<file path="config.mk">
export PLATFORM = sky130hd
export DESIGN_NAME = rx_sample_delay_aligner
export DESIGN_NICKNAME = d
export VERILOG_FILES = /design/src/rtl/rx_sample_delay_aligner.sv
export SDC_FILE = /design/constraint.sdc
export NUM_CORES = 2
export LEC_CHECK = 0
export BUFFER_PORTS_ARGS = -buffer_cell sky130_fd_sc_hd__buf_4
export CAP_MARGIN = 20
export CORE_ASPECT_RATIO = 1.25
export CORE_MARGIN = 3
export CORE_UTILIZATION = 45
export CTS_CLUSTER_DIAMETER = 50
export DETAILED_ROUTE_END_ITERATION = 10
export PLACE_DENSITY_LB_ADDON = 0.25
export SYNTH_ARGS = -nofsm -noshare
export SYNTH_HDL_FRONTEND = slang
export SYNTH_SLANG_ARGS = --single-unit
</file>
<file path="constraint.sdc">
create_clock -name clk_i -period 5.3 [get_ports clk_i]
set_input_delay 0.795 -clock clk_i [delete_from_list [all_inputs] [get_ports clk_i]]
set_output_delay 0.795 -clock clk_i [all_outputs]
set_load 0.05 [all_outputs]
</file>
<file path="src/rtl/rx_sample_delay_aligner.sv">
`default_nettype none
// +--------------------------------------------------------------------------+
// | rx_sample_delay_aligner                                                  |
// | Programmable multi-channel sample delay that re-aligns PSS peak markers. |
// | Rev 1.0                                                                  |
// +--------------------------------------------------------------------------+
module rx_sample_delay_aligner #(
  parameter int IN_DW         = 32,
  parameter int N_CH          = 1,
  parameter int MAX_DELAY     = 64,
  parameter int DEFAULT_DELAY = 14,
  parameter int TAG_DW        = 2,
  localparam int DELAY_W      = $clog2(MAX_DELAY + 1)
) (
  input  logic                  clk_i,
  input  logic                  reset_ni,
  input  logic [N_CH*IN_DW-1:0] s_axis_in_tdata,
  input  logic                  s_axis_in_tvalid,
  input  logic [DELAY_W-1:0]    delay_i,
  input  logic                  delay_valid_i,
  input  logic                  peak_i,
  input  logic [TAG_DW-1:0]     peak_tag_i,
  output logic [N_CH*IN_DW-1:0] m_axis_out_tdata,
  output logic                  m_axis_out_tvalid,
  output logic                  peak_o,
  output logic [TAG_DW-1:0]     peak_tag_o,
  output logic                  filled_o,
  output logic [DELAY_W-1:0]    delay_o,
  output logic                  peak_overrun_o
);

  localparam int DEPTH = 2 ** DELAY_W;
  localparam int DW    = N_CH * IN_DW;
  localparam logic [DELAY_W-1:0] c_max_delay     = DELAY_W'(MAX_DELAY);
  localparam logic [DELAY_W-1:0] c_default_delay = DELAY_W'(DEFAULT_DELAY);

  typedef enum logic [1:0] {
    ST_EMPTY = 2'd0,
    ST_FILL  = 2'd1,
    ST_RUN   = 2'd2
  } state_t;

  logic [DW-1:0]      r_mem [DEPTH];
  logic [DELAY_W-1:0] r_wr_ptr;
  logic [DELAY_W-1:0] r_fill;
  logic [DELAY_W-1:0] r_delay;
  state_t             r_state;
  logic               r_pending;
  logic [TAG_DW-1:0]  r_pend_tag;
  logic [DW-1:0]      r_out_data;
  logic               r_out_valid;
  logic               r_peak;
  logic [TAG_DW-1:0]  r_peak_tag;
  logic               r_overrun;

  logic [DELAY_W-1:0] w_delay_req;
  logic [DELAY_W-1:0] w_delay_eff;
  logic [DELAY_W-1:0] w_rd_addr;
  logic [DELAY_W-1:0] w_fill_after;
  logic               w_out_beat;
  logic               w_peak_emit;

  // A load in the same cycle as a sample already governs that sample's read.
  assign w_delay_req  = (delay_i > c_max_delay) ? c_max_delay : delay_i;
  assign w_delay_eff  = delay_valid_i ? w_delay_req : r_delay;
  assign w_rd_addr    = r_wr_ptr - w_delay_eff;
  assign w_fill_after = (s_axis_in_tvalid && (r_fill != c_max_delay)) ? r_fill + 1'b1 : r_fill;
  assign w_out_beat   = s_axis_in_tvalid && (r_fill >= w_delay_eff);
  assign w_peak_emit  = w_out_beat && (r_pending || peak_i);

  always_ff @(posedge clk_i) begin
    if (s_axis_in_tvalid) begin
      r_mem[r_wr_ptr] <= s_axis_in_tdata;
    end
  end

  always_ff @(posedge clk_i) begin
    if (!reset_ni) begin
      r_wr_ptr    <= '0;
      r_fill      <= '0;
      r_delay     <= c_default_delay;
      r_state     <= ST_EMPTY;
      r_pending   <= 1'b0;
      r_pend_tag  <= '0;
      r_out_data  <= '0;
      r_out_valid <= 1'b0;
      r_peak      <= 1'b0;
      r_peak_tag  <= '0;
      r_overrun   <= 1'b0;
    end else begin
      if (delay_valid_i) begin
        r_delay <= w_delay_req;
      end
      if (s_axis_in_tvalid) begin
        r_wr_ptr <= r_wr_ptr + 1'b1;
      end
      r_fill <= w_fill_after;

      r_out_valid <= w_out_beat;
      if (w_out_beat) begin
        r_out_data <= (w_delay_eff == '0) ? s_axis_in_tdata : r_mem[w_rd_addr];
      end

      r_peak <= w_peak_emit;
      if (w_peak_emit) begin
        r_peak_tag <= r_pending ? r_pend_tag : peak_tag_i;
      end
      // A new peak stays pending unless it rides out on this beat itself.
      if (peak_i) begin
        r_pend_tag <= peak_tag_i;
        r_pending  <= r_pending || !w_out_beat;
        if (r_pending && !w_out_beat) begin
          r_overrun <= 1'b1;
        end
      end else if (w_out_beat) begin
        r_pending <= 1'b0;
      end

      if (w_fill_after == '0) begin
        r_state <= ST_EMPTY;
      end else if (w_fill_after >= w_delay_eff) begin
        r_state <= ST_RUN;
      end else begin
        r_state <= ST_FILL;
      end
    end
  end

  assign m_axis_out_tdata  = r_out_data;
  assign m_axis_out_tvalid = r_out_valid;
  assign peak_o            = r_peak;
  assign peak_tag_o        = r_peak_tag;
  assign filled_o          = (r_state == ST_RUN);
  assign delay_o           = r_delay;
  assign peak_overrun_o    = r_overrun;

endmodule
`default_nettype wire
</file>
==> impl_metrics.yaml <==
status:
  status: "finished, final reports clean"
power:
  swShare_pct: 25.3
  p_total_mw: 77.2
  leakage_nw: 58.7
  p_clk_share_pct: 37.4
  cellPowerDensity_nw_per_um2: 419
  power.net_switching_mw: 19.5
  seqPwrFrac_pct: 46.9
  peakVddDrop_mv: 0.285
  power_frac_comb_pct: 15.7
  power.internal_mw: 57.6
cts:
  postCtsSetupBuffers: 0
  cts-hold-fix-buffers: 0
  htreeDepth: 5
  ctsRootBufferMaster: "clkbuf_16"
  clkTransAtPathRegs_ns: 0.07
  clockBufferDepth: 4
  numCtsBuffers: 403
  clock-sinks: 4159
  clk_latency_ns: 0.95
  cts_tree: "yes"
  cts_resized: 0
synthesis:
  synth-edff-count: 4096
  syn-num-nets: 7482
  synth_common_cells: "edfxtp_1 (4096), mux4_2 (1071), nand2_1 (606)"
  yosys_most_used_dff: "edfxtp_1"
  ys_types: 59
  avgSynthCellArea_um2: 21.6
  synth-warning-count: 0
  synth.cell_area_um2: 160000
  synth_top_area_share_pct: 76.8
  ys_seq_area_share_pct: 77.6
  yosysTopAreaCell: "edfxtp_1"
  postSynth.asyncResetShare_pct: 0
  synth_area_leaders: "edfxtp_1 (77%), mux4_2 (15%), mux2i_1 (1.5%), nand2_1 (1.4%), nand3_1 (0.81%)"
  synth_most_common_cell: "edfxtp_1"
  synth-seq-cells: 4159
  netlist_instances: 7415
worst_setup_path:
  crit_slowest_cell: "fa_4"
  worstPathCellList: "inv_1, o21ai_0, buf_4, ha_4, fa_4, buf_12, buf_12, buf_4, mux4_2, nand2_1, a21oi_1, nor2_1, o221ai_1, o22ai_1, a21oi_1"
  critPathKind: "flop to flop"
  cp-start-kind: "flop"
  critPathArrivalTime_ns: 5.69
  cp_slowest_stage_delay_ns: 0.96
  crit_family: "compound AO/OA/AOI/OAI gates"
  worstSetupEndpointType: "flop"
  worst_ep_required_time_ns: 6.17
  cp_max_fo: 82
  critPathBufInv: 5
detailed_routing:
  drt_iter0_drc: 10100
  wire_per_inst_um: 34.2
  vias: 79800
  routed_wl_mm: 444
  drt.antenna.violating_nets: 0
  drc: 0
  dr.pass1.iters: 6
  viasPerCell: 6.14
sta:
  worst_pin_slew_ns: 1.21
  timing.final.crit_share_pct: 91.0
  setup_viol: 0
  hold_viol_final: 0
  max_slew_margin_pct: 19.5
  maxSlewViolCount: 0
  finalCriticalPeriod_ns: 4.82
  fmax_ghz: 0.207
  skew_ns: 0.0701
  rsz0062_at_grt: "false"
final_layout:
  area.sequential_um2: 124000
  utilization_pct: 52.1
  fin_nets: 8057
  layout-drive-gt1-share_pct: 28.8
  synthToLayoutAreaGrowth_pct: 15.1
  n_fill_cell: 27100
  multi_input_comb_area_um2: 35100
global_route:
  grt_pass1_wl_mm: 626
  grt_max_degree: 113
  antenna_found_initial: 20
  grtUsageTotal_pct: 24.2
  grt_pass1_vias: 81300
  grt_overflow: 0
floorplanning:
  initial_core_util_pct: 45.2
  dieArea_um2: 363000
  die_h_um: 673
  die_w_um: 539
  core_um2: 354000
  num_rows: 244
  boundaryPins: 91
place:
  place.detailed.hpwl_mm: 262
  port_buffers: 90
  gp_routability_congestion: 0.864
job:
  max_cap_viol_count: 0
min_path:
  worstHoldPathType: "input port to flop"
[per-layer routing]
layer  global-route usage (%)  wire length (µm)
met1                     32.2            168000
met5                        0                 8
met4                     10.4             21800
met2                     40.2            221000
met3                     3.52             33200
[kinds of logic after synthesis]
logic type | Yosys count | share of synthesized area (%)
buf+inv | 434 | 1.08
xor+xnor | 23 | 0.152
fa+ha+maj | 24 | 0.190
simple gates | 1129 | 2.96
flops | 4159 | 77.6
compound gates | 323 | 1.33
mux | 1323 | 16.7
[area by class of cell]
cell class	count	share of cell area, %
Antenna cell	9	0.0122
Clock buffer	502	5.80
Clock inverter	234	1.35
Inverter	12	0.0245
Multi-Input combinational cell	2822	19.1
Sequential cell	4159	67.5
Tap cell	4674	3.18
Timing Repair Buffer	592	3.11
[worst min-delay path, stage by stage]
cell,delay (ns)
buf_4,0.08
mux2i_1,0.06
nor2_1,0.08
[cell usage in the layout (no fill, tap or decap), drive strengths merged, types with 13 or more instances in the layout]
cell type / instances
mux2i: 247
dfxtp: 63
bufinv: 49
ha: 20
edfxtp: 4096
buf: 592
o221ai: 59
o22ai: 27
nor2: 205
mux4: 1071
clkinv: 148
o21ai: 13
a32oi: 27
nand2: 606
clkinvlp: 15
nand3: 259
a22oi: 37
a21oi: 143
clkbuf: 502
inv: 34
[sequential cells by signal, summed over array words and instances, names as in the netlist, 2 cells and up]
register / cells
r_wr_ptr: 7
r_mem: 4096
peak_tag_o: 2
delay_o: 7
m_axis_out_tdata: 32
r_pend_tag: 2
r_state: 2
r_fill: 7
[stage by stage]
| step | std cells | hold WS (ns) | TNS (ns) | setup slack [ns] | area, µm² |
|---|---|---|---|---|---|
| 3_3_place_gp | 12300 | 0.457 | -0.570 | -0.302 | 171000 |
| 6_report | 13000 | 0.144 | 0 | 0.477 | 184000 |
| 2_1_floorplan | 7415 | 0.454 | 0 | 0.882 | 160000 |
| 3_5_place_dp | 12300 | 0.474 | -0.172 | -0.110 | 171000 |
| 5_1_grt | 13000 | 0.144 | 0 | 0.397 | 184000 |
| 4_1_cts | 13000 | 0.0954 | 0 | 0.593 | 184000 |
[worst paths after layout]
path / slack (ns) / start / endpoint / cells past startpoint
max reg2reg: 0.48 / delay_o[0] / m_axis_out_tdata[19] / 15
min reg2reg: 0.49 / m_axis_out_tdata[3] / m_axis_out_tdata[3] / 2
max: 0.48 / delay_o[0] / m_axis_out_tdata[19] / 15
min: 0.14 / peak_tag_i[0] / r_pend_tag[0] / 3
[power by group through the flow]
stage	Sequential, mW	Combinational, mW	Clock (mW)
after floorplan	36.9	6.61	0
after global placement	36.9	12.1	0
after detailed placement	36.9	12.1	0
after CTS	36.2	12.2	29.3
after global routing	36.2	12.6	30.6
final	36.2	12.1	28.9
Note: power is estimated with default switching activity, not from simulation.
